--- src/rtl/fc_layer_sequencer.sv ---
// -----------------------------------------------------------------------------
// fc_layer_sequencer
//
// Address and control sequencer for one fully-connected layer. For each of the
// N_OUT neurons it clears the accumulator, streams N_IN operand pairs into the
// MAC (activation index + weight ROM address), waits MAC_LAT cycles for the
// MAC pipeline to drain, then flags the accumulator result for write-back.
// A single done pulse closes the layer pass.
//
// Ports
//   clk          single clock, rising edge
//   rst          asynchronous reset, active high
//   start        request a full layer pass (only looked at in IDLE)
//   stall        operand data not available; freezes the MAC phase only
//   busy         high whenever the sequencer is not idle
//   acc_clr      clear the accumulator
//   mac_en       MAC consumes the operands addressed this cycle
//   in_idx       activation read address
//   out_idx      neuron currently being computed / written
//   weight_addr  weight ROM address (out_idx*N_IN + in_idx while mac_en)
//   wb_valid     accumulator result valid for neuron out_idx
//   done         one-cycle pulse at the end of the layer
//
// State table
//   state  | meaning
//   IDLE   | waiting for start; counters hold their last values
//   CLEAR  | one cycle, accumulator cleared
//   MAC    | one operand pair per unstalled cycle, N_IN pairs per neuron
//   DRAIN  | MAC_LAT cycles for the MAC pipeline to empty (stall ignored)
//   WRITE  | one cycle, accumulator result valid for out_idx
//   DONE   | one cycle end-of-layer pulse, then back to IDLE
// -----------------------------------------------------------------------------
module fc_layer_sequencer #(
   parameter int N_IN        = 784,
   parameter int N_IN_BITS   = 10,
   parameter int N_OUT       = 10,
   parameter int N_OUT_BITS  = 4,
   parameter int W_ADDR_BITS = 13,
   parameter int MAC_LAT     = 2
) (
   input  logic                   clk,
   input  logic                   rst,
   input  logic                   start,
   input  logic                   stall,
   output logic                   busy,
   output logic                   acc_clr,
   output logic                   mac_en,
   output logic [N_IN_BITS-1:0]   in_idx,
   output logic [N_OUT_BITS-1:0]  out_idx,
   output logic [W_ADDR_BITS-1:0] weight_addr,
   output logic                   wb_valid,
   output logic                   done
);

   localparam logic [2:0] S_IDLE  = 3'd0;
   localparam logic [2:0] S_CLEAR = 3'd1;
   localparam logic [2:0] S_MAC   = 3'd2;
   localparam logic [2:0] S_DRAIN = 3'd3;
   localparam logic [2:0] S_WRITE = 3'd4;
   localparam logic [2:0] S_DONE  = 3'd5;

   localparam logic [N_IN_BITS-1:0]   IN_LAST    = N_IN_BITS'(N_IN - 1);
   localparam logic [N_IN_BITS-1:0]   IN_ONE     = N_IN_BITS'(1);
   localparam logic [N_OUT_BITS-1:0]  OUT_LAST   = N_OUT_BITS'(N_OUT - 1);
   localparam logic [N_OUT_BITS-1:0]  OUT_ONE    = N_OUT_BITS'(1);
   localparam logic [W_ADDR_BITS-1:0] ADDR_ONE   = W_ADDR_BITS'(1);
   // Drain counter is a down-counter loaded with MAC_LAT-1; DRAIN exits on
   // terminal count 0, giving exactly MAC_LAT cycles (MAC_LAT <= 15).
   localparam logic [3:0]             DRAIN_LOAD = 4'(MAC_LAT - 1);

   logic [2:0] state;
   logic [2:0] state_nxt;
   logic [3:0] drain_cnt;
   logic       in_last;
   logic       drain_tc;

   assign in_last  = (in_idx == IN_LAST);
   assign drain_tc = (drain_cnt == 4'd0);

   always_comb begin
      state_nxt = state;
      case (state)
         S_IDLE:  if (start) state_nxt = S_CLEAR;
         S_CLEAR: state_nxt = S_MAC;
         S_MAC:   if (!stall && in_last) state_nxt = S_DRAIN;
         S_DRAIN: if (drain_tc) state_nxt = S_WRITE;
         S_WRITE: state_nxt = (out_idx == OUT_LAST) ? S_DONE : S_CLEAR;
         S_DONE:  state_nxt = S_IDLE;
         default: state_nxt = S_IDLE;
      endcase
   end

   // weight_addr is never reset between neurons: after the last MAC of neuron
   // k it already sits at (k+1)*N_IN, so a running increment replaces the
   // out_idx*N_IN product.
   always_ff @(posedge clk or posedge rst) begin
      if (rst) begin
         state       <= S_IDLE;
         in_idx      <= '0;
         out_idx     <= '0;
         weight_addr <= '0;
         drain_cnt   <= '0;
      end else begin
         state <= state_nxt;
         case (state)
            S_IDLE: begin
               if (start) begin
                  in_idx      <= '0;
                  out_idx     <= '0;
                  weight_addr <= '0;
               end
            end
            S_MAC: begin
               if (!stall) begin
                  weight_addr <= weight_addr + ADDR_ONE;
                  if (in_last) begin
                     in_idx    <= '0;
                     drain_cnt <= DRAIN_LOAD;
                  end else begin
                     in_idx <= in_idx + IN_ONE;
                  end
               end
            end
            S_DRAIN: begin
               if (!drain_tc) drain_cnt <= drain_cnt - 4'd1;
            end
            S_WRITE: begin
               if (out_idx != OUT_LAST) out_idx <= out_idx + OUT_ONE;
            end
            default: ;
         endcase
      end
   end

   // Strobes decode straight from the state register (plus stall for mac_en),
   // so they are mutually exclusive by construction and all fall to 0 the
   // moment rst forces IDLE.
   assign busy     = (state != S_IDLE);
   assign acc_clr  = (state == S_CLEAR);
   assign mac_en   = (state == S_MAC) && !stall;
   assign wb_valid = (state == S_WRITE);
   assign done     = (state == S_DONE);

endmodule

--- config.mk ---
export PLATFORM = sky130hd
export DESIGN_NAME = fc_layer_sequencer
export DESIGN_NICKNAME = d
export VERILOG_FILES = /design/src/rtl/fc_layer_sequencer.sv
export SDC_FILE = /design/constraint.sdc
export NUM_CORES = 1
export LEC_CHECK = 0
export BUFFER_PORTS_ARGS = -buffer_cell sky130_fd_sc_hd__buf_4
export CORE_ASPECT_RATIO = 1.75
export CORE_MARGIN = 4
export CORE_UTILIZATION = 55
export CTS_CLUSTER_SIZE = 28
export DETAILED_ROUTE_END_ITERATION = 8
export GPL_TIMING_DRIVEN = 0
export HOLD_SLACK_MARGIN = 0.1
export PLACE_DENSITY = 0.79
export SLEW_MARGIN = 20
export SYNTH_ARGS = -nofsm -noshare
export SYNTH_HDL_FRONTEND = slang
export SYNTH_SLANG_ARGS = --single-unit
--- constraint.sdc ---
create_clock -name clk -period 3.1 [get_ports clk]
set_input_delay 0.31 -clock clk [delete_from_list [all_inputs] [get_ports clk]]
set_output_delay 0.31 -clock clk [all_outputs]
set_load 0.01 [all_outputs]
== Yosys cells after proc, flatten, opt, wreduce, memory -nomap -nowiden ==
Cells that the tools add are included.

* Register bits: 34
* Bits of input ports: 4
* Logic and storage cells: 56
* Output and inout bits: 32

* Equal/unequal tests: 15
* $add $sub $neg: 4
* Reduce and logical (&&, ||, !) cells: 13
* Muxes and demuxes: 19

{| class="wikitable"
|+ Operators by type and width
! kind !! count
|-
| 10-bit 2-to-1 mux || 3
|-
| 13-bit 2-to-1 mux || 2
|-
| 13-bit one-hot mux with 2 select lines || 1
|-
| 4-bit 2-to-1 mux || 5
|-
| 10-bit one-hot mux with 2 select lines || 1
|-
| 4-bit one-hot mux with 2 select lines || 2
|-
| 3-bit one-hot mux with 5 select lines || 1
|-
| 13-bit by 1-bit adder with 13-bit output, second input constant || 1
|-
| 3-bit 2-to-1 mux || 4
|-
| 2-bit inequality test, second input constant || 6
|-
| 10-bit by 1-bit adder with 10-bit output, second input constant || 1
|-
| 10-bit == test, second input constant || 1
|-
| 3-bit AND reduction || 3
|-
| 3-bit by 2-bit == test with 1-bit output, second input constant || 2
|-
| 3-bit == test, second input constant || 2
|-
| 2-bit nonzero test || 3
|-
| 4-bit by 1-bit adder with 4-bit output, second input constant || 1
|-
| 4-bit == test, second input constant || 1
|-
| 4-bit logical NOT || 1
|-
| 4-bit inequality test, second input constant || 1
|-
| 4-bit AND reduction || 1
|-
| 4-bit by 1-bit subtractor with 4-bit output, second input constant || 1
|-
| 3-bit by 1-bit == test with 1-bit output, second input constant || 1
|-
| 3-bit logical NOT || 1
|-
| other kinds (4) || 5
|}

== Longest topological paths before layout ==
* Word-level depth: 4
* Gate-level depth with buffers: 6
* Gate-level depth less buffers: 6

== Worst setup path after synthesis ==
Ideal clock, no wire load.

* Path kind: reg-to-reg
* Start point: register state[2]
* End point: register drain_cnt[1]
* Required time: 2.973 ns
* Path buffers: 1
* Data arrival time: 1.772 ns
* Setup time: 0.127 ns
* Path slack: 1.201 ns
* Clock period less this slack: 1.899 ns
* Cell stages (with the launch flop): 6
* Cells stage by stage: dfrtp_1 > clkbuf_1 > or3b_1 > a41oi_1 > a21o_1 > mux2_1

* Cells in the longest elaborated chain, start to end: 3
* Elaborated cells on any way between the ends: 8
* Classes of those cells: eq/ne: 5; mux: 1; reduce/logical: 2

{| class="wikitable"
|+ RTL lines
! element !! RTL line !! text
|-
| start: declaration || 71 || <nowiki>logic [2:0] state;</nowiki>
|-
| start signal: assignment || 104 || <nowiki>state <= state_nxt;</nowiki>
|-
| 3-bit by 2-bit == test with 1-bit output || 105 || <nowiki>case (state)</nowiki>
|-
| 2-bit inequality test (no line) or 2-bit nonzero test (tied branches) || n/a ||
|-
| 4-bit AND reduction (no line) || n/a ||
|-
| end signal: assignment || 125 || <nowiki>if (!drain_tc) drain_cnt <= drain_cnt - 4'd1;</nowiki>
|-
| end: declaration || 73 || <nowiki>logic [3:0] drain_cnt;</nowiki>
|}

Parallel ways exist; a longest one is shown, timed or not.
A chain may end at the register's enable or synchronous reset.

== Worst setup path in the final report ==
Ends and elaborated chain as after synthesis.

==> impl_metrics.py <==
metrics = {
    "outcome": {
        "run_status": "complete, no violations",
    },
    "finish": {
        "final_design_area_no_fill_um2": 2320,
        "final_layout_size_suffix_gt1_frac": 0.236,
        "synthToLayoutAreaGrowth_pct": 21.5,
        "num-nets-final": 242,
        "finish.cell_count_without_fillers": 278,
        "postLayoutCoreUtil": 0.689,
        "antenna-diode-count": 0,
        "fill_cells": 291,
    },
    "detailed_routing": {
        "route.detailed.wl_per_inst_um": 15.7,
        "drt-total-wl_um": 4370,
        "route.vias.total": 1649,
        "post-route-drc-count": 0,
        "drt-vias-per-instance": 5.93,
        "detailedRoute.firstIterationViolations": 72,
        "postRouteAntennaNets": 0,
        "drt_pre_antenna_iters": 4,
    },
    "timing": {
        "report.final.setup_viol": 0,
        "hold_ws_ps": 148,
        "fin_setup_tns_ps": 0,
        "drv_slew": 0,
        "post-route-min-period_ps": 2230,
        "setup_repair_after_global_routing_missed_its_margin": "false",
        "finClkSkew_ps": 9.18,
        "fraction_of_the_cycle_the_final_worst_path_needs": 0.720,
        "worst_slew_margin_rel": 0.521,
        "finalHoldViolations": 0,
        "worst-slew-pin-transition_ps": 718,
        "postLayoutSetupSlackWorst_ps": 869,
        "clock.fmax_mhz": 448,
    },
    "setup_path": {
        "critical_path.slowest_cell": "a41oi_1",
        "worstSetupPathType": "flip-flop to flip-flop",
        "critical_path_peak_fanout": 10,
        "timing.critical_path.required_ps": 3270,
        "worstSetupPathDepth": 5,
        "r2r_cells": 5,
        "critical_path.startpoint_type": "flip-flop",
        "critical_path_arrival_ps": 2400,
        "cp_top_family": "compound AO/OA/AOI/OAI gates",
        "crit_path_cell_trace": "clkbuf_1 > or3b_1 > a41oi_1 > a21o_1 > mux2_1",
        "cp.buffers_inverters": 1,
        "end_kind": "flip-flop",
        "critical-path-max-stage-delay_ps": 490,
    },
    "placement": {
        "place.gp.congestion": 0.788,
        "post-place-cells": 270,
        "dpl_cell_area_um2": 2220,
        "dpl.hpwl_um": 3280,
        "io_buffer_count": 35,
        "place_ws_ps": 881,
    },
    "grt": {
        "grtUsageTotal": 0.217,
        "globalRoute.totalOverflow": 0,
        "grt_pass1_vias": 1674,
        "grt_max_degree": 35,
        "antenna_violations_before_repair": 0,
        "grt_first_pass_wirelength_um": 7450,
    },
    "yosys": {
        "synth-seq-cells": 34,
        "syn_avg_cell_area_um2": 10.0,
        "synth-main-ff-cell": "dfrtp_1",
        "synth_sequential_area_ratio": 0.446,
        "ys.warnings.count": 0,
        "mappedNetlistArea_um2": 1910,
        "synth_instances": 190,
        "synth_top_area_cell": "dfrtp_1",
        "yosys.cell_count.top_type": "dfrtp_1",
        "ys_async_sr_fraction": 1.00,
        "synth_fp_nets": 200,
        "yosysTopAreaCellShare": 0.446,
        "synth_edf_count": 0,
        "synth_cell_type_count": 49,
        "netlist_top_cells_area": "dfrtp_1 (45%), nor2_1 (4.1%), ha_1 (3.9%), xor2_1 (3.7%), nand2_1 (3.2%)",
        "netlist_top_cells_count": "dfrtp_1 (34), nor2_1 (21), nand2_1 (16)",
    },
    "die": {
        "floorplan.initialDensity": 0.567,
        "floorplan.rows": 28,
        "core-area_um2": 3360,
        "design.portCount": 36,
        "die_outline_area_um2": 4510,
        "die_h_um": 85.9,
        "dieWidth_um": 52.5,
    },
    "clocking": {
        "cts.path.max_buffers": 2,
        "path_clk_slew_ps": 70,
        "root_buffer": "clkbuf_8",
        "cts-hold-fix-buffers": 0,
        "cts_made_buffers": 5,
        "cts-htree-levels": 2,
        "cts_tree": "built",
        "clock_insertion_delay_worst_skew_ps": 290,
        "cts.repair.resized": 0,
        "cts_post_setup_buffers_inserted": 0,
        "clock_sinks": 34,
    },
    "power_and_ir_drop": {
        "ir_worst_vdd_v": 0.000424,
        "leakage_nw": 1.03,
        "total_power_mw": 1.24,
        "p_per_area_nw_per_um2": 536,
    },
    "worst_hold_path": {
        "timing.hold.worst.class": "input pin to asynchronous set/reset pin",
    },
    "flow_run": {
        "drv_cap": 0,
    },
}
## layer usage
| layer | wire length (um) | part of all wire | track usage | vias up |
|---|---|---|---|---|
| li1 | - | - | - | 780 |
| met1 | 1700 | 0.39 | 0.233 | 804 |
| met2 | 2380 | 0.55 | 0.382 | 52 |
| met3 | 168 | 0.038 | 0.0539 | 13 |
| met4 | 112 | 0.026 | 0.102 | 0 |
| met5 | 0 | 0 | 0 | - |
## cells in the final DEF, fill, tap and decap left out, types with 5 or more instances in the layout
master,count
a21oi_1,6
buf_4,36
clkbuf_1,5
clkbuf_8,6
dfrtp_1,34
ha_1,6
inv_1,7
nand2_1,16
nand3_1,7
nor2_1,21
o2111ai_1,5
o21ai_0,6
xnor2_1,5
xor2_1,8
## path summary, 6_finish.rpt
kind | start | endpoint | slack, ps
hold / removal | rst | weight_addr[12]$_DFFE_PP0P_ | 150
setup / recovery | state[2]$_DFFE_PP0P_ | drain_cnt[1]$_DFFE_PP0P_ | 870
max in group asynchronous | rst | weight_addr[3]$_DFFE_PP0P_ | 2490
setup reg to reg | state[2]$_DFFE_PP0P_ | drain_cnt[1]$_DFFE_PP0P_ | 870
min in group clk | stall | state[0]$_DFFE_PP0P_ | 360
hold reg to reg | drain_cnt[1]$_DFFE_PP0P_ | drain_cnt[1]$_DFFE_PP0P_ | 520
## logic make-up (layout without fill, tap and decap cells)
family | count (synthesis) | in the layout | synth area share
and+or+nand+nor | 74 | 74 | 0.215
buffers and inverters | 17 | 60 | 0.0407
adders and majority gates | 6 | 6 | 0.0394
DFF | 34 | 34 | 0.446
AOI/OAI and AO/OA | 44 | 44 | 0.187
muxes | 2 | 2 | 0.0112
xor gates and xnor gates | 13 | 13 | 0.0598
## sequential cells by signal, indices dropped and copies added (netlist names)
signal       cells
state            3
out_idx          4
drain_cnt        4
weight_addr     13
in_idx          10
## report_power, final
part / internal [mW] / switching [mW]
clock: 0.179 / 0.156
sequential: 0.511 / 0.0855
combinational: 0.153 / 0.157
## final cells by class
type                       instances  area [um2]  area share
buffer                             8        43.8      0.0189
clock buffer                       7        86.3      0.0373
inverter                           9        33.8      0.0146
clock inverter                     1        5.00     0.00216
timing repair buffer              35         263       0.113
tap                               45        56.3      0.0243
multi-input combinational        139         977       0.422
sequential                        34         851       0.367
Power figures use the tool's default switching activity.
